[config.mk]
export PLATFORM = sky130hd
export DESIGN_NAME = proc_node_bank
export DESIGN_NICKNAME = d
export VERILOG_FILES = /design/src/rtl/proc_bank_pkg.sv /design/src/rtl/reduce_alu.sv /design/src/rtl/proc_node_bank.sv
export SDC_FILE = /design/constraint.sdc
export NUM_CORES = 1
export LEC_CHECK = 0
export BUFFER_PORTS_ARGS = -buffer_cell sky130_fd_sc_hd__buf_2
export CAP_MARGIN = 20
export CORE_ASPECT_RATIO = 0.5
export CORE_MARGIN = 4
export CORE_UTILIZATION = 63
export CTS_CLUSTER_SIZE = 28
export DETAILED_ROUTE_END_ITERATION = 10
export PLACE_DENSITY = 0.95
export SYNTH_ARGS = -nofsm -noshare
export SYNTH_HDL_FRONTEND = slang
export SYNTH_HIERARCHICAL = 1
export SYNTH_SLANG_ARGS = --single-unit
[constraint.sdc]
create_clock -name clk -period 6.3 [get_ports clk]
set_input_delay 0 -clock clk [delete_from_list [all_inputs] [get_ports clk]]
set_output_delay 0 -clock clk [all_outputs]
set_load 0.01 [all_outputs]
[src/rtl/proc_bank_pkg.sv]
// Shared types for the operand bank: operation and FSM encodings, index sizing.
package proc_bank_pkg;

  typedef enum logic [1:0] {
    OP_SUM = 2'b00,
    OP_XOR = 2'b01,
    OP_MAX = 2'b10,
    OP_MIN = 2'b11
  } op_e;

  typedef enum logic [1:0] {
    IDLE = 2'b00,
    RUN  = 2'b01,
    DONE = 2'b10
  } state_e;

  // Index counter width; a one-channel bank would still need a 1-bit index.
  function automatic int idx_width(input int channels);
    return (channels > 1) ? $clog2(channels) : 1;
  endfunction

endpackage

[src/rtl/reduce_alu.sv]
// Combinational reduction step y = f(a, b); carry reports the SUM carry-out only.
// sat_in is the sticky carry of the running reduction, used to hold saturation.
module reduce_alu #(
  parameter int WIDTH    = 4,
  parameter int SATURATE = 0
) (
  input  logic [WIDTH-1:0] a,
  input  logic [WIDTH-1:0] b,
  input  logic [1:0]       op,
  input  logic             sat_in,
  output logic [WIDTH-1:0] y,
  output logic             carry
);
  import proc_bank_pkg::*;

  logic [WIDTH:0] sum;

  assign sum = {1'b0, a} + {1'b0, b};

  always_comb begin
    y     = '0;
    carry = 1'b0;
    case (op_e'(op))
      OP_SUM: begin
        carry = sum[WIDTH];
        y     = sum[WIDTH-1:0];
        if ((SATURATE != 0) && (sat_in || sum[WIDTH])) begin
          y = '1;
        end
      end
      OP_XOR: y = a ^ b;
      OP_MAX: y = (a > b) ? a : b;
      OP_MIN: y = (a < b) ? a : b;
      default: y = '0;
    endcase
  end

endmodule

[src/rtl/proc_node_bank.sv]
// Operand bank plus sequential reducer: one channel per clock, result CHANNELS-1 edges after start.
// No backpressure; start is only accepted in IDLE, loads are accepted in every state.
module proc_node_bank #(
  parameter int WIDTH    = 4,
  parameter int CHANNELS = 4,
  parameter int SATURATE = 0
) (
  input  logic                clk,
  input  logic                rst_n,
  input  logic [WIDTH-1:0]    load_data,
  input  logic [CHANNELS-1:0] load_strobe,
  input  logic [1:0]          op,
  input  logic                start,
  output logic                busy,
  output logic [WIDTH-1:0]    result,
  output logic                result_valid,
  output logic                overflow,
  output logic [CHANNELS-1:0] chan_loaded
);
  import proc_bank_pkg::*;

  localparam int            IW       = idx_width(CHANNELS);
  localparam logic [IW-1:0] LAST_IDX = IW'(CHANNELS - 1);

  state_e           state, state_nxt;
  logic [WIDTH-1:0] bank [CHANNELS];
  logic [WIDTH-1:0] snap [CHANNELS];
  logic [WIDTH-1:0] acc;
  logic [IW-1:0]    idx;
  op_e              op_q;
  logic             carry_q;
  logic [WIDTH-1:0] alu_y;
  logic             alu_carry;
  logic             accept;
  logic             last;

  assign accept = (state == IDLE) && start;
  assign last   = (state == RUN) && (idx == LAST_IDX);

  // Both flags decode the state register directly, so they stay registered outputs.
  assign busy         = (state == RUN);
  assign result_valid = (state == DONE);

  always_ff @(posedge clk or negedge rst_n) begin
    if (!rst_n) begin
      state <= IDLE;
    end else begin
      state <= state_nxt;
    end
  end

  always_comb begin
    state_nxt = state;
    case (state)
      IDLE:    if (start) state_nxt = RUN;
      RUN:     if (idx == LAST_IDX) state_nxt = DONE;
      DONE:    state_nxt = IDLE;
      default: state_nxt = IDLE;
    endcase
  end

  // A strobe on the accept edge both reloads the bank and re-marks the channel.
  always_ff @(posedge clk or negedge rst_n) begin
    if (!rst_n) begin
      for (int i = 0; i < CHANNELS; i++) bank[i] <= '0;
      chan_loaded <= '0;
    end else begin
      for (int i = 0; i < CHANNELS; i++) begin
        if (load_strobe[i]) bank[i] <= load_data;
      end
      chan_loaded <= (accept ? '0 : chan_loaded) | load_strobe;
    end
  end

  reduce_alu #(
    .WIDTH    (WIDTH),
    .SATURATE (SATURATE)
  ) u_alu (
    .a      (acc),
    .b      (snap[idx]),
    .op     (op_q),
    .sat_in (carry_q),
    .y      (alu_y),
    .carry  (alu_carry)
  );

  always_ff @(posedge clk or negedge rst_n) begin
    if (!rst_n) begin
      for (int i = 0; i < CHANNELS; i++) snap[i] <= '0;
      acc      <= '0;
      idx      <= '0;
      op_q     <= OP_SUM;
      carry_q  <= 1'b0;
      result   <= '0;
      overflow <= 1'b0;
    end else if (accept) begin
      for (int i = 0; i < CHANNELS; i++) snap[i] <= bank[i];
      op_q    <= op_e'(op);
      acc     <= bank[0];
      idx     <= IW'(1);
      carry_q <= 1'b0;
    end else if (state == RUN) begin
      acc     <= alu_y;
      carry_q <= carry_q | alu_carry;
      idx     <= last ? '0 : idx + 1'b1;
      if (last) begin
        result   <= alu_y;
        overflow <= carry_q | alu_carry;
      end
    end
  end

endmodule

==> run summary, run 1 <==
worst reg2reg startpoint: idx[0]
via/cell ratio: 6.13
average cell area after synthesis: 13.1 um^2
synthesized area: 2620 um^2
Reg2Reg Capture Point: acc[0]
Tcrit/Tclk final: 51.2%
CTS Buf Count: 5
Max H-tree Level: 2
hold endpoint: chan_loaded[1]
Tightest Pin Transition: 0.640 ns
GR Overflow Total: 0
dpl hpwl: 3660 um
Peak VDD IR: 0.259 mV
Slew HR: 57.4%
most common cell in the netlist: dfrtp_1
Pwr Density: 598 nW/um^2
CP max stage cell: mux4_2
Worst EP required: 6.49 ns
Root Driver: clkbuf_8
global-route wire length before repair: 9420 um
number of hold violations in the final report: 0
crit path time final: 3.22 ns
Crit Path Class: flip-flop to flip-flop
main combinational cell family by area after synthesis: multiplexers
depth of the most critical reg-to-reg path: 9
die footprint: 5310 um^2
met2 GRT Util: 38.8%
Post-Synth Simple-Gate Area: 7.13%
Yosys top cell area share: 49.8%
number of synthesized flops with an enable pin: 0
hold_ws: 0.110 ns
hold path start: start
Initial DRC Count: 162
area leader, netlist: dfrtp_1
WP buf/inv: 1
met3 track demand over resource: 5.30%
Critical Path Max Stage Delay: 0.59 ns
register area share after synthesis: 49.8%
placed inst area: 2760 um^2
drt drc: 0
Worst EP arrival: 3.41 ns
hold depth: 3
Clock transition at path regs: 0.09 ns
met1 GRT Util: 30.2%
fmax: 0.310 GHz
I/O pin total: 24
Synth Area in XOR/XNOR: 0.335%
critical path startpoint category: flip-flop
CP delay by family, top: compound AO/OA/AOI/OAI gates
setup ws final: 3.08 ns
synth warn: 6
worst-path cell chain: mux4_2, inv_1, ha_1, a21oi_2, nand2_1, mux2i_1, a221o_1, a22oi_1, nand2_1
Detail Route Antenna Nets: 0
final clock skew: 0.00984 ns
latest clock arrival within the worst-skew pair: 0.31 ns
Post-synth ARST share: 100%
final wirelength: 5810 um
mux contribution to synthesized area: 23.5%
core area: 3940 um^2
Slew Viols, Final: 0
clock sink total: 52
largest net degree at the start of global routing: 53
compound-cell area share of the yosys netlist: 10.6%
#FFs+latches synth: 52
post-cts sizing count: 0
Mapped Nets: 223
Reg2Reg Setup Slack: 3.08 ns
setup_tns: 0 ns
total routing usage reported by global routing: 23.8%
top_reg_cell synth: dfrtp_1
clock buffer depth: 2
pre-CTS setup slack: 3.31 ns
MaxCap Viol Count: 0
HP Class: input port to flip-flop
wire per inst: 20.0 um
Chip Width: 99.1 um
Setup-failing EPs final: 0
port bufs: 23
nets: 258
adder-cell share of the synthesized area: 5.07%
crit path max fanout: 7
chip height: 53.6 um
Synth cell types: 41
Initial Utilization: 66.3%
Worst Setup End Kind: flip-flop
status: finished clean
via count: 1778
Mapped Cells: 200
n_diodes: 0
cell mode on critical path: nand2_1
largest cells by area after synthesis: dfrtp_1 (50%), mux2_2 (9.5%), mux2_4 (5.7%)
synthesis-to-layout area growth: 13.9%
total leakage power: 1.35 nW
share of cells above drive strength 1: 30.9%
Final Cell Area: 2980 um^2
CTS tree: built
initial antenna violation count: 0
number of global-route vias before repair: 1831
Post-synth top cells: dfrtp_1 (52), mux2_2 (22), nand2_1 (11), nor2_1 (11)
unrepaired setup endpoints after global routing: no
gr busiest metal: met2
# rows: 16
detailed-router iteration count before antenna repair: 4
GP Congestion: 0.848
-- placed cells by master, fill, tap and decap left out, types with 2 or more instances in the layout --
cell / count
nand2b_1: 3
inv_1: 10
a21oi_1: 5
dlygate4sd3_1: 11
clkbuf_8: 5
nor2_1: 11
a41o_1: 2
nor3_1: 2
nor2b_1: 2
mux2_2: 22
ha_1: 9
a31oi_1: 2
a21o_1: 4
mux2_1: 6
mux2_4: 10
o22ai_1: 2
buf_2: 23
a22oi_1: 8
dfrtp_1: 52
buf_4: 2
nand2_1: 11
mux2i_1: 6
o21ai_0: 3
mux4_2: 4
-- state kept, by name, summed over array words and instances, names as in the netlist --
register     cells
acc              4
bank            16
carry_q          1
chan_loaded      4
idx              2
op_q             2
overflow         1
result           4
snap            16
state            2
-- worst register-to-register path, delay by kind of cell (launching register included) --
family	cells	cell delay, ns
and+or+nand+nor	2	0.27
adders and majority gates	1	0.33
AOI/OAI and AO/OA	3	1.08
DFF	1	0.57
muxes	2	0.75
buffers and inverters	1	0.12
-- routing by layer --
| metal | vias up | wire, um |
|---|---|---|
| met5 | - | 0 |
| met4 | 0 | 187 |
| met3 | 18 | 279 |
| met2 | 69 | 2730 |
| met1 | 902 | 2610 |
| li1 | 789 | - |
-- stage by stage --
| stage | cells | utilization (%) | total power, mW |
|---|---|---|---|
| final | 290 | 75.5 | 1.78 |
| after global routing | 290 | 75.5 | 1.89 |
| after CTS | 290 | 75.5 | 1.74 |
| after detailed placement | 271 | 69.9 | 1.49 |
| after global placement | 271 | 69.9 | 1.45 |
| after floorplan | 200 | - | 1.30 |
-- worst max path at each step --
stage,from,end,slack (ns),cells past startpoint
after floorplan,idx[0],result[0],3.51,10
after global placement,idx[0],result[0],3.38,9
after detailed placement,idx[0],result[0],3.31,9
after CTS,idx[0],acc[0],3.26,10
after global routing,idx[0],acc[0],2.98,9
final,idx[0],acc[0],3.08,9
-- area by class of cell --
class,count,area [um^2]
Clock buffer,6,72.6
Tap cell,54,67.6
Fill cell,215,966
Clock inverter,2,38.8
Sequential cell,52,1300
Multi-Input combinational cell,130,1220
Inverter,10,37.5
Timing Repair Buffer,36,240
-- what timing repair did --
item | in CTS | in global routing
hold buffers | 11 | 0
endpoints found under the setup margin | 0 | 0
hold endpoints to repair | 72 | 0
buffers inserted | 0 | 0
-- logic make-up after synthesis --
group	count (synthesis)
DFF	52
muxes	48
and+or+nand+nor	36
AOI/OAI and AO/OA	35
buffers and inverters	18
adders and majority gates	10
xor gates and xnor gates	1
-- report_power, final --
group          total (mW)  switching [mW]  internal (mW)
registers           0.595           0.140          0.456
logic               0.957           0.505          0.452
clock network       0.228           0.108          0.120
total                1.78           0.753           1.03
(Power assumes the default switching activity.)
==> inputs of run 2 (changes only) <==
--- a/config.mk
+++ b/config.mk
@@ -9,10 +9,10 @@
 export CAP_MARGIN = 20
 export CORE_ASPECT_RATIO = 0.5
 export CORE_MARGIN = 4
-export CORE_UTILIZATION = 63
+export CORE_UTILIZATION = 53
 export CTS_CLUSTER_SIZE = 28
 export DETAILED_ROUTE_END_ITERATION = 10
-export PLACE_DENSITY = 0.95
+export PLACE_DENSITY = 0.86
 export SYNTH_ARGS = -nofsm -noshare
 export SYNTH_HDL_FRONTEND = slang
 export SYNTH_HIERARCHICAL = 1
==> constraint.sdc (replaced) <==
create_clock -name clk -period 2.9 [get_ports clk]
set_input_delay 0 -clock clk [delete_from_list [all_inputs] [get_ports clk]]
set_output_delay 0 -clock clk [all_outputs]
set_load 0.01 [all_outputs]
==> run summary, run 2 (synthesis results as in run 1) <==
n_diodes: 0 (unchanged)
number of hold violations in the final report: 0 (unchanged)
total power: 3.84 mW (was 1.78 mW)
register area: 1300 um^2 (about the same)
port bufs: 23 (unchanged)
status: finished clean (unchanged)
Initial DRC Count: 162 (unchanged)
critical path startpoint category: flip-flop (unchanged)
synthesis-to-layout area growth: 15.9% (was 13.9%)
Metal-1 WL: 2690 um (was 2610 um)
wire length on met2: 2610 um (was 2730 um)
clock sink total: 52 (unchanged)
number of global-route vias before repair: 1900 (was 1831)
GP Congestion: 0.889 (was 0.848)
Setup-failing EPs final: 0 (unchanged)
Chip Width: 107 um (was 99.1 um)
global-route wire length before repair: 9260 um (was 9420 um)
# rows: 17 (was 16)
Worst Setup End Kind: flip-flop (unchanged)
Detail Route Antenna Nets: 0 (unchanged)
Final Cell Area: 3030 um^2 (was 2980 um^2)
total leakage power: 1.37 nW (was 1.35 nW)
core area: 4570 um^2 (was 3940 um^2)
setup_tns: 0 ns (unchanged)
Worst EP arrival: 3.11 ns (was 3.41 ns)
drt drc: 0 (unchanged)
fmax: 0.349 GHz (was 0.310 GHz)
Tightest Pin Transition: 0.568 ns (was 0.640 ns)
most frequent cells in the layout: dfrtp_1 (51), buf_2 (23), mux2_2 (22) (was dfrtp_1 (52), buf_2 (23), mux2_2 (22))
Layout Utilization: 66.3% (was 75.5%)
crit path max fanout: 6 (was 7)
wire per inst: 18.2 um (was 20.0 um)
Tcrit/Tclk final: 98.7% (was 51.2%)
fillcell total: 329 (was 215)
Clock transition at path regs: 0.10 ns (was 0.09 ns)
HP Class: input port to flip-flop (unchanged)
Finished Layout Cells: 308 (was 290)
Regs by FF count: bank x16, snap x16 (unchanged)
latest clock arrival within the worst-skew pair: 0.31 ns (about the same)
die footprint: 6190 um^2 (was 5310 um^2)
unrepaired setup endpoints after global routing: yes (was no)
clock buffer depth: 2 (unchanged)
Initial Utilization: 57.2% (was 66.3%)
Worst EP required: 3.15 ns (was 6.49 ns)
share of cells above drive strength 1: 33.5% (was 30.9%)
via count: 1744 (was 1778)
CTS tree: built (unchanged)
most common cell after layout, fill and taps aside: dfrtp_1 (unchanged)
Max H-tree Level: 2 (unchanged)
largest net degree at the start of global routing: 53 (unchanged)
crit path time final: 2.86 ns (was 3.22 ns)
final wirelength: 5600 um (was 5810 um)
Post-Place Cells: 286 (was 271)
dpl hpwl: 3890 um (was 3660 um)
Peak VDD IR: 0.443 mV (was 0.259 mV)
CTS Buf Count: 5 (unchanged)
multi-input logic area: 1220 um^2 (unchanged)
setup ws final: 0.0366 ns (was 3.08 ns)
via/cell ratio: 5.66 (was 6.13)
detailed-router iteration count before antenna repair: 4 (unchanged)
final clock skew: 0.00946 ns (was 0.00984 ns)
Pwr Density: 1270 nW/um^2 (was 598 nW/um^2)
placed inst area: 2790 um^2 (was 2760 um^2)
met3 WL: 255 um (was 279 um)
MaxCap Viol Count: 0 (unchanged)
Slew HR: 62.0% (was 57.4%)
hold_ws: 0.0633 ns (was 0.110 ns)
uppermost layer routed: met4 (unchanged)
GR Overflow Total: 0 (unchanged)
pre-CTS setup slack: 0.0151 ns (was 3.31 ns)
I/O pin total: 24 (unchanged)
depth of the most critical reg-to-reg path: 11 (was 9)
Crit Path Class: flip-flop to flip-flop (unchanged)
initial antenna violation count: 0 (unchanged)
nets: 264 (was 258)
total routing usage reported by global routing: 18.9% (was 23.8%)
hold depth: 4 (was 3)
chip height: 57.7 um (was 53.6 um)
Root Driver: clkbuf_8 (unchanged)
Slew Viols, Final: 0 (unchanged)
## run 2: cell count changes in the layout (fill, tap and decap cells not counted), sizes merged
cell,previous run,this run
buf,25,31
bufinv,1,0
clkbuf,6,5
clkinv,0,1
clkinvlp,0,1
## run 2: worst max-delay path, stage by stage (launching register included)
cell and delay [ns]:
dfrtp_2 0.46, mux4_2 0.57, inv_1 0.11, ha_1 0.33, a21oi_2 0.26, buf_4 0.18
nand2_1 0.06, o211ai_1 0.11, nand2_1 0.09, a221oi_2 0.35, a22oi_1 0.16, nand2_1 0.11
## run 2: worst paths after layout
check	slack (ns)	endpoint	startpoint
max	0.04	acc[3]	idx[0]
min	0.06	carry_q	start
max reg2reg	0.04	acc[3]	idx[0]
min reg2reg	0.48	chan_loaded[2]	chan_loaded[2]
max in group asynchronous	2.20	acc[1]	rst_n
min in group asynchronous	0.18	idx[0]	rst_n
## run 2: area by class of cell
type	count	area share, %
Tap cell	66	2.73
Inverter	10	1.24
Multi-Input combinational cell	130	40.3
Timing Repair Buffer	42	9.83
Clock inverter	3	0.702
Clock buffer	5	2.27
Sequential cell	52	43.0
## run 2: repair_timing
action,in CTS,in global routing
buffers inserted,0,2
hold buffers,11,0
hold endpoints to repair,71,0
resized for setup,0,1
endpoints found under the setup margin,0,5
## run 2: report_power, final
part / switching [mW] / internal, mW / total, mW
Sequential: 0.284 / 0.991 / 1.28
Clock: 0.249 / 0.172 / 0.421
Combinational: 1.09 / 1.05 / 2.14
Total: 1.62 / 2.22 / 3.84
## run 2: per-layer routing
metal	vias up	GRT usage (%)
met2	43	31.0
met5	-	0
met1	901	26.4
met4	0	3.96
li1	794	-
met3	6	4.34
